--- config.mk ---
export PLATFORM = sky130hd
export DESIGN_NAME = line_stepper_flat
export DESIGN_NICKNAME = d
export VERILOG_FILES = /design/src/rtl/line_stepper_if.sv /design/src/rtl/line_stepper.sv /design/src/flat_wrapper.sv
export SDC_FILE = /design/constraint.sdc
export NUM_CORES = 1
export LEC_CHECK = 0
export ABC_AREA = 1
export CORE_MARGIN = 8
export CORE_UTILIZATION = 31
export CTS_BUF_LIST = sky130_fd_sc_hd__clkbuf_8
export CTS_CLUSTER_DIAMETER = 200
export DETAILED_ROUTE_END_ITERATION = 12
export GPL_TIMING_DRIVEN = 1
export PLACE_DENSITY_LB_ADDON = 0.2
export SYNTH_ARGS = -nofsm -noshare
export SYNTH_HDL_FRONTEND = slang
export SYNTH_SLANG_ARGS = --single-unit
--- constraint.sdc ---
create_clock -name clk -period 10.7 [get_ports clk]
set_input_delay 2.14 -clock clk [delete_from_list [all_inputs] [get_ports clk]]
set_output_delay 2.14 -clock clk [all_outputs]
set_load 0.05 [all_outputs]
--- src/rtl/line_stepper_if.sv ---
// Command/response bundle between the plot sequencer and line_stepper:
// segment request in, per-tick axis step commands and pen state out.
interface line_stepper_if #(
  parameter int W = 9
);
  logic         tick;
  logic         start;
  logic         pen;
  logic [W-1:0] x0;
  logic [W-1:0] y0;
  logic [W-1:0] x1;
  logic [W-1:0] y1;
  logic [1:0]   dirx;
  logic [1:0]   diry;
  logic         pen_down;
  logic [W-1:0] cur_x;
  logic [W-1:0] cur_y;
  logic         busy;
  logic         done;

  modport master (
    output tick, start, pen, x0, y0, x1, y1,
    input  dirx, diry, pen_down, cur_x, cur_y, busy, done
  );

  modport slave (
    input  tick, start, pen, x0, y0, x1, y1,
    output dirx, diry, pen_down, cur_x, cur_y, busy, done
  );
endinterface

--- src/rtl/line_stepper.sv ---
// Bresenham line stepper: one axis step command per tick, pen settle before drawing.
// Start is accepted only in IDLE (ignored otherwise); done pulses one clk after the end tick.
module line_stepper #(
  parameter int W          = 9,
  parameter int PEN_SETTLE = 4
) (
  input  logic          clk,
  input  logic          rst,
  line_stepper_if.slave io_bus
);
  localparam int CW = (PEN_SETTLE < 2) ? 1 : $clog2(PEN_SETTLE + 1);
  localparam logic [CW-1:0] SETTLE_LAST = CW'((PEN_SETTLE > 0) ? PEN_SETTLE - 1 : 0);
  localparam logic [1:0] DIR_HOLD = 2'b00;
  localparam logic [1:0] DIR_POS  = 2'b01;
  localparam logic [1:0] DIR_NEG  = 2'b10;

  typedef enum logic [2:0] {S_IDLE, S_LOAD, S_SETTLE, S_STEP, S_FIN} state_t;
  state_t r_state, w_next;

  logic                r_pen, r_pen_down, r_pen_chg, r_sx_neg, r_sy_neg;
  logic [W-1:0]        r_x0, r_y0, r_x1, r_y1;
  logic [W-1:0]        r_cur_x, r_cur_y, r_dx, r_dy;
  logic signed [W+1:0] r_err;
  logic [CW-1:0]       r_cnt;
  logic [1:0]          r_dirx, r_diry;

  logic                w_settle_skip, w_at_end, w_step_x, w_step_y;
  logic [W-1:0]        w_dx, w_dy;
  logic signed [W+2:0] w_e2, w_dx_s, w_dy_s;
  logic signed [W+1:0] w_dx_e, w_dy_e, w_err_nxt;

  assign w_dx = (r_x1 >= r_x0) ? (r_x1 - r_x0) : (r_x0 - r_x1);
  assign w_dy = (r_y1 >= r_y0) ? (r_y1 - r_y0) : (r_y0 - r_y1);

  assign w_settle_skip = (PEN_SETTLE == 0) || !r_pen_chg;
  assign w_at_end      = (r_cur_x == r_x1) && (r_cur_y == r_y1);

  // Error term and its doubled form stay wide enough that no compare can overflow.
  assign w_e2      = {r_err, 1'b0};
  assign w_dx_s    = {3'b000, r_dx};
  assign w_dy_s    = {3'b000, r_dy};
  assign w_dx_e    = {2'b00, r_dx};
  assign w_dy_e    = {2'b00, r_dy};
  assign w_step_x  = (w_e2 > -w_dy_s);
  assign w_step_y  = (w_e2 < w_dx_s);
  assign w_err_nxt = r_err - (w_step_x ? w_dy_e : '0) + (w_step_y ? w_dx_e : '0);

  always_ff @(posedge clk) begin
    if (rst) r_state <= S_IDLE;
    else     r_state <= w_next;
  end

  always_comb begin
    w_next = r_state;
    case (r_state)
      S_IDLE:   if (io_bus.start) w_next = S_LOAD;
      S_LOAD:   w_next = S_SETTLE;
      S_SETTLE: if (w_settle_skip || (io_bus.tick && r_cnt == SETTLE_LAST)) w_next = S_STEP;
      S_STEP:   if (io_bus.tick && w_at_end) w_next = S_FIN;
      S_FIN:    w_next = S_IDLE;
      default:  w_next = S_IDLE;
    endcase
  end

  always_ff @(posedge clk) begin
    if (rst) begin
      r_pen      <= 1'b0;
      r_pen_down <= 1'b0;
      r_pen_chg  <= 1'b0;
      r_sx_neg   <= 1'b0;
      r_sy_neg   <= 1'b0;
      r_x0       <= '0;
      r_y0       <= '0;
      r_x1       <= '0;
      r_y1       <= '0;
      r_cur_x    <= '0;
      r_cur_y    <= '0;
      r_dx       <= '0;
      r_dy       <= '0;
      r_err      <= '0;
      r_cnt      <= '0;
      r_dirx     <= DIR_HOLD;
      r_diry     <= DIR_HOLD;
    end else begin
      case (r_state)
        S_IDLE: begin
          if (io_bus.start) begin
            r_pen <= io_bus.pen;
            r_x0  <= io_bus.x0;
            r_y0  <= io_bus.y0;
            r_x1  <= io_bus.x1;
            r_y1  <= io_bus.y1;
          end
        end
        S_LOAD: begin
          r_cur_x    <= r_x0;
          r_cur_y    <= r_y0;
          r_dx       <= w_dx;
          r_dy       <= w_dy;
          r_sx_neg   <= (r_x1 < r_x0);
          r_sy_neg   <= (r_y1 < r_y0);
          r_err      <= $signed({2'b00, w_dx}) - $signed({2'b00, w_dy});
          r_pen_chg  <= (r_pen_down != r_pen);
          r_pen_down <= r_pen;
          r_cnt      <= '0;
        end
        S_SETTLE: begin
          if (io_bus.tick && !w_settle_skip) r_cnt <= r_cnt + CW'(1);
        end
        S_STEP: begin
          if (io_bus.tick) begin
            if (w_at_end) begin
              r_dirx <= DIR_HOLD;
              r_diry <= DIR_HOLD;
            end else begin
              r_err  <= w_err_nxt;
              r_dirx <= w_step_x ? (r_sx_neg ? DIR_NEG : DIR_POS) : DIR_HOLD;
              r_diry <= w_step_y ? (r_sy_neg ? DIR_NEG : DIR_POS) : DIR_HOLD;
              if (w_step_x) r_cur_x <= r_sx_neg ? (r_cur_x - W'(1)) : (r_cur_x + W'(1));
              if (w_step_y) r_cur_y <= r_sy_neg ? (r_cur_y - W'(1)) : (r_cur_y + W'(1));
            end
          end
        end
        S_FIN: begin
          r_dirx <= DIR_HOLD;
          r_diry <= DIR_HOLD;
        end
        default: ;
      endcase
    end
  end

  assign io_bus.dirx     = r_dirx;
  assign io_bus.diry     = r_diry;
  assign io_bus.pen_down = r_pen_down;
  assign io_bus.cur_x    = r_cur_x;
  assign io_bus.cur_y    = r_cur_y;
  assign io_bus.busy     = (r_state == S_LOAD) || (r_state == S_SETTLE) || (r_state == S_STEP);
  assign io_bus.done     = (r_state == S_FIN);
endmodule

--- src/flat_wrapper.sv ---
// flat-port wrapper written by rule: the top's interface ports become plain ports
module line_stepper_flat 
#(
  parameter int W          = 9,
  parameter int PEN_SETTLE = 4
)
  (clk, rst, io_bus_tick, io_bus_start, io_bus_pen, io_bus_x0, io_bus_y0, io_bus_x1, io_bus_y1, io_bus_dirx, io_bus_diry, io_bus_pen_down, io_bus_cur_x, io_bus_cur_y, io_bus_busy, io_bus_done);
  line_stepper_if #(.W(W)) io_bus_i ();
  input  logic clk;
  input  logic rst;
  input wire logic [$bits(io_bus_i.tick)-1:0] io_bus_tick;
  input wire logic [$bits(io_bus_i.start)-1:0] io_bus_start;
  input wire logic [$bits(io_bus_i.pen)-1:0] io_bus_pen;
  input wire logic [$bits(io_bus_i.x0)-1:0] io_bus_x0;
  input wire logic [$bits(io_bus_i.y0)-1:0] io_bus_y0;
  input wire logic [$bits(io_bus_i.x1)-1:0] io_bus_x1;
  input wire logic [$bits(io_bus_i.y1)-1:0] io_bus_y1;
  output wire logic [$bits(io_bus_i.dirx)-1:0] io_bus_dirx;
  output wire logic [$bits(io_bus_i.diry)-1:0] io_bus_diry;
  output wire logic [$bits(io_bus_i.pen_down)-1:0] io_bus_pen_down;
  output wire logic [$bits(io_bus_i.cur_x)-1:0] io_bus_cur_x;
  output wire logic [$bits(io_bus_i.cur_y)-1:0] io_bus_cur_y;
  output wire logic [$bits(io_bus_i.busy)-1:0] io_bus_busy;
  output wire logic [$bits(io_bus_i.done)-1:0] io_bus_done;
  assign io_bus_i.tick = io_bus_tick;
  assign io_bus_i.start = io_bus_start;
  assign io_bus_i.pen = io_bus_pen;
  assign io_bus_i.x0 = io_bus_x0;
  assign io_bus_i.y0 = io_bus_y0;
  assign io_bus_i.x1 = io_bus_x1;
  assign io_bus_i.y1 = io_bus_y1;
  assign io_bus_dirx = io_bus_i.dirx;
  assign io_bus_diry = io_bus_i.diry;
  assign io_bus_pen_down = io_bus_i.pen_down;
  assign io_bus_cur_x = io_bus_i.cur_x;
  assign io_bus_cur_y = io_bus_i.cur_y;
  assign io_bus_busy = io_bus_i.busy;
  assign io_bus_done = io_bus_i.done;
  line_stepper #(.W(W), .PEN_SETTLE(PEN_SETTLE)) u_core (.clk(clk), .rst(rst), .io_bus(io_bus_i));
endmodule
Word-level counts from Yosys, hierarchy flattened
Cells that the tools add are included.

storage, ports and cells
  input bits = 41
  flip-flop bits (word level) = 98
  word-level logic and storage cells = 105
  output and inout port bits = 25

cells by class
  order comparisons = 6
  add/subtract/negate cells = 13
  eq/ne operators = 16
  reductions and logical operators = 19
  muxes and demuxes = 33

operators by type and width
  operator                                                             number
  9-bit 2-to-1 mux                                                     12
  9-bit one-hot mux with 2 select lines                                2
  9-bit subtractor                                                     4
  11-bit 2-to-1 mux                                                    2
  11-bit one-hot mux with 2 select lines                               1
  9-bit by 1-bit adder with 9-bit output (second input constant)       2
  9-bit == test                                                        2
  9-bit >= comparator                                                  2
  9-bit < comparator                                                   2
  9-bit by 1-bit subtractor with 9-bit output (second input constant)  2
  2-bit 2-to-1 mux                                                     8
  12-bit > comparator                                                  1
  12-bit by 10-bit < comparator with 1-bit output                      1
  3-bit 2-to-1 mux                                                     4
  9-bit negator with 12-bit output                                     1
  3-bit one-hot mux with 4 select lines                                1
  11-bit adder                                                         1
  11-bit subtractor                                                    1
  2-bit by 1-bit != test with 1-bit output (second input constant)     5
  9-bit by 9-bit subtractor with 10-bit output                         1
  3-bit by 2-bit == test with 1-bit output (second input constant)     3
  2-bit one-hot mux with 2 select lines                                2
  4-bit AND reduction                                                  2
  2-bit != test (second input constant)                                3
  other kinds (12)                                                     22

Logic depth before layout (Yosys ltp)
  depth after elaboration = 8
  mapped depth = 31
  depth with buffers taken out = 30

Least setup slack after synthesis
No wires, ideal clock.

  path type = reg-to-reg
  start = register u_core.r_dy[0]
  end = register u_core.r_err[8]
  clock period less this slack = 4.052 ns
  setup slack = 6.648 ns
  data required time = 10.583 ns
  setup time = 0.117 ns
  stages on the path, launching flop included = 31
  path buffers = 1
  arrival = 3.935 ns
  cells stage by stage = dfxtp_1 -> inv_1 -> ha_1 -> nand3_1 -> nor3_1 -> nand2_1 -> o21ai_0 -> o21ai_0 -> ha_1 -> nand2_1 -> inv_1 -> nand2_1 -> nor2_1 -> nand2_1 -> nand3_1 -> nand2_1 -> nand3_1 -> buf_2 -> nor2_1 -> fa_1 -> inv_1 -> fa_1 -> nand3_1 -> nand2_1 -> nand3_1 -> nand2_1 -> xor2_1 -> nand2_1 -> nand2_1 -> a21oi_1 -> nor2_1

on the way
  word-level cells in the longest chain between the ends = 8

RTL lines
  element                                   RTL line             text
  from (decl)                               line_stepper.sv:22   logic [W-1:0] r_cur_x, r_cur_y, r_dx, r_dy;
  from (signal assigned)                    line_stepper.sv:99   r_dy <= w_dy;
  9-bit negator with 12-bit output          line_stepper.sv:44   assign w_step_x = (w_e2 > -w_dy_s);
  12-bit > comparator                       line_stepper.sv:44
  9-bit 2-to-1 mux *                        line_stepper.sv:46   assign w_err_nxt = r_err - (w_step_x ? w_dy_e : '0) + (w_step_y ? w_dx_e : '0);
  11-bit subtractor *                       line_stepper.sv:46
  11-bit adder *                            line_stepper.sv:46
  11-bit 2-to-1 mux *                       line_stepper.sv:112  if (w_at_end) begin
  11-bit 2-to-1 mux *                       line_stepper.sv:111  if (io_bus.tick) begin
  11-bit one-hot mux with 2 select lines *  line_stepper.sv:85   case (r_state)
  to (signal assigned)                      line_stepper.sv:102  r_err <= $signed({2'b00, w_dx}) - $signed({2'b00, w_dy});
  to (signal assigned)                      line_stepper.sv:116  r_err <= w_err_nxt;
  to (decl)                                 line_stepper.sv:23   logic signed [W+1:0] r_err;

Every way passes the cells marked *; elsewhere a longest branch is shown, timed or not. The select of a mux whose other input is x is not followed.
A chain may end at the register's enable or synchronous reset.

Worst setup path after layout
Ends and elaborated chain as after synthesis.

==> results.toml <==
[placement]
place.gp.congestion = 0.903
port_buffers = 65
place_ws_ps = 6020
hpwl_um = 19000
dpl.cell_count = 1683

[worst_setup_path]
r2r_slack_ps = 5980
cp.required_ps = 11000
slowest_stage = "fa_1"
cp_data_arrival_time_ps = 5020
crit_top_cell = "nand2_1"
reg2reg_depth = 28
cp-end-kind = "flop"
worstSetupEndpoint = "u_core.r_err[8]$_SDFFE_PP0P_"
r2r-end = "u_core.r_err[8]$_SDFFE_PP0P_"
worstReg2RegStart = "u_core.r_dy[0]$_SDFFE_PP0P_"
critPathMaxStageDelay_ps = 450
startpoint = "u_core.r_dy[0]$_SDFFE_PP0P_"
critical_path_class = "flop to flop"
path_max_fanout = 11
worstSetupStartpointType = "flop"

[floorplanning]
num_rows = 60
die_h_um = 181
core_mm2 = 0.0269
dieArea_mm2 = 0.0328
start_util_pct = 31.4
fp.dieW_um = 181
io_pins = 66

[route]
wl_per_cell_um = 14.6
wl_um = 24800
ant_nets = 0
drt_first_pass_iters = 7
num_vias = 8018
drtIter0Drc = 366
drc = 0
viasPerCell = 4.72

[synthesis]
ys_types = 42
syn_inst = 1311
syn-cell-area_mm2 = 0.00845
yosysTopAreaCellShare_pct = 23.2
yosysSeqAreaShare_pct = 23.2
async_flop_share_pct = 0
ys_top_cells_by_area = "dfxtp_1, nand2_1, ha_1"
syn_avg_cell_area_um2 = 6.44
ys_ff_latch = 98
synthFlopType = "dfxtp_1"
yosysWarningCount = 0
synth_edf_count = 0
syn_nets = 1458
synth_area_leader_cell = "dfxtp_1"

[global_route]
grt_max_degree = 77
grt_usage_pct = 15.2
grt-ovfl-total = 0
antenna_found_initial = 0
grt_pass1_vias = 7930
grt_pass1_wl_um = 40700

[clocking]
insertion_delay_ps = 400
cts-resized-gates = 0
clkTransAtPathRegs_ps = 120
cts_max_level = 3
post-cts-setup-buffers = 0
cts_tree = "yes"
hold_buffers = 0
max-clock-path-buffers = 2
cts_num_sinks = 98
numCtsBuffers = 9
cts-root-buf = "clkbuf_8"

[min_path]
hold_path_class = "flop to flop"
whs_path_depth = 1

[run]
drv_cap = 0

[cells_and_area]
multi_input_area_mm2 = 0.00547
area_delta_synth_final_pct = 13.5
antenna_cells = 0
drive_gt1_share_pct = 4.12
final_cells = 1699
final_cell_mix = "nand2_1, inv_1, a21oi_1"
fillCellCount = 2973
final_net_count = 1500
seq_area_mm2 = 0.00196
mostFrequentLayoutCell = "nand2_1"

[sta]
setup_tns_ps = 0
slew_viol_final = 0
period_minus_slack_ps = 4720
maxSlewHeadroom_pct = 46.5
final-hold-violation-count = 0
rsz0062_at_grt = "false"
fin_ws_ps = 5980
fmax_ghz = 0.212
min_period_over_period_pct = 44.1
finClkSkew_ps = 16.5
timing.final.setup_violations = 0
worstMarginPinSlew_ps = 803

[pwr]
finalPower_mw = 2.67
ir_worst_vdd_mv = 0.0843
p_leak_nw = 4.74
p_per_area_mw_per_mm2 = 278

[run_status]
outcome = "finished, final reports clean"
==> synthesized netlist by cell type, types with 2 or more instances <==
cell type,instances
nand2_1,325
nand3b_1,5
xor2_1,33
clkbuf_1,26
nand3_1,61
nand2_2,10
buf_2,3
o21bai_1,6
a21o_1,3
dfxtp_1,98
clkbuf_2,2
nand3_2,2
fa_1,16
or2_2,5
o21ai_0,109
a31oi_1,2
nor4_1,2
inv_1,217
buf_1,2
nand4_1,8
nor3_1,7
ha_1,90
buf_6,3
o21ai_1,3
nor2_1,101
a21oi_2,6
a21oi_1,130
inv_2,7
and2_1,5
xnor2_1,12
==> power by group <==
group	internal, mW	switching [mW]	total [mW]	leakage, nW
sequential	0.431	0.0788	0.510	0.807
combinational	0.672	1.21	1.89	3.82
clock	0.118	0.157	0.274	0.105
total	1.22	1.45	2.67	4.74
==> worst min-delay path by stage <==
| stage | from | end | slack (ps) |
|---|---|---|---|
| floorplan | u_core.r_cnt[0]$_SDFFE_PP0P_ | u_core.r_cnt[0]$_SDFFE_PP0P_ | 430 |
| global placement | u_core.r_cnt[2]$_SDFFE_PP0P_ | u_core.r_cnt[2]$_SDFFE_PP0P_ | 450 |
| detailed placement | u_core.r_cnt[0]$_SDFFE_PP0P_ | u_core.r_cnt[0]$_SDFFE_PP0P_ | 460 |
| CTS | u_core.r_cnt[2]$_SDFFE_PP0P_ | u_core.r_cnt[2]$_SDFFE_PP0P_ | 480 |
| global route | u_core.io_bus.diry[0]$_SDFFE_PP0P_ | u_core.io_bus.diry[0]$_SDFFE_PP0P_ | 510 |
| finish | u_core.r_cnt[0]$_SDFFE_PP0P_ | u_core.r_cnt[0]$_SDFFE_PP0P_ | 480 |
==> critical path: cells and delay by family, from the launching register on <==
family / cells / cell delay, ps
buffers and inverters: 3 / 210
DFF: 1 / 350
adders and majority gates: 4 / 1210
xor gates and xnor gates: 1 / 140
and+or+nand+nor: 16 / 2070
AOI/OAI and AO/OA: 4 / 630
==> cells by family after synthesis <==
family | Yosys count | share of synthesized area [%]
AOI/OAI and AO/OA | 265 | 16.5
xor gates and xnor gates | 45 | 4.66
adders and majority gates | 106 | 17.1
buffers and inverters | 262 | 12.2
DFF | 98 | 23.2
and+or+nand+nor | 535 | 26.4
==> registers in the layout (all words and copies together), names as in the netlist, 2 cells and up <==
register,flops
u_core.r_err,11
u_core.io_bus.cur_x,9
u_core.io_bus.cur_y,9
u_core.r_dx,9
u_core.r_dy,9
u_core.r_x0,9
u_core.r_x1,9
u_core.r_y0,9
u_core.r_y1,9
u_core.r_cnt,3
u_core.r_state,3
u_core.io_bus.dirx,2
u_core.io_bus.diry,2
==> metrics by stage <==
step	utilization (%)	hold slack [ps]	area, µm²
after floorplan	-	429	8450
after global placement	34.9	451	9380
final	35.7	477	9590
after CTS	35.7	478	9590
after global routing	35.7	506	9590
after detailed placement	34.9	456	9380
==> area by class of cell <==
cell class / count / area share (%)
well taps: 341 / 4.45
inverters: 224 / 8.77
multi-input cells: 951 / 57.0
repair buffers: 69 / 7.10
flip-flops and latches: 98 / 20.5
clock inverters: 6 / 0.744
clock buffers: 10 / 1.44
==> per-layer routing <==
metal  vias to the layer above  global-route usage (%)  wire length (µm)
li1                       4227                       -                 -
met2                       130                    25.8             11200
met1                      3635                    19.6             12200
met3                        26                    1.93               754
met5                         -                       0                 0
met4                         0                    5.15               547
Note: power is estimated with default switching activity, not from simulation.
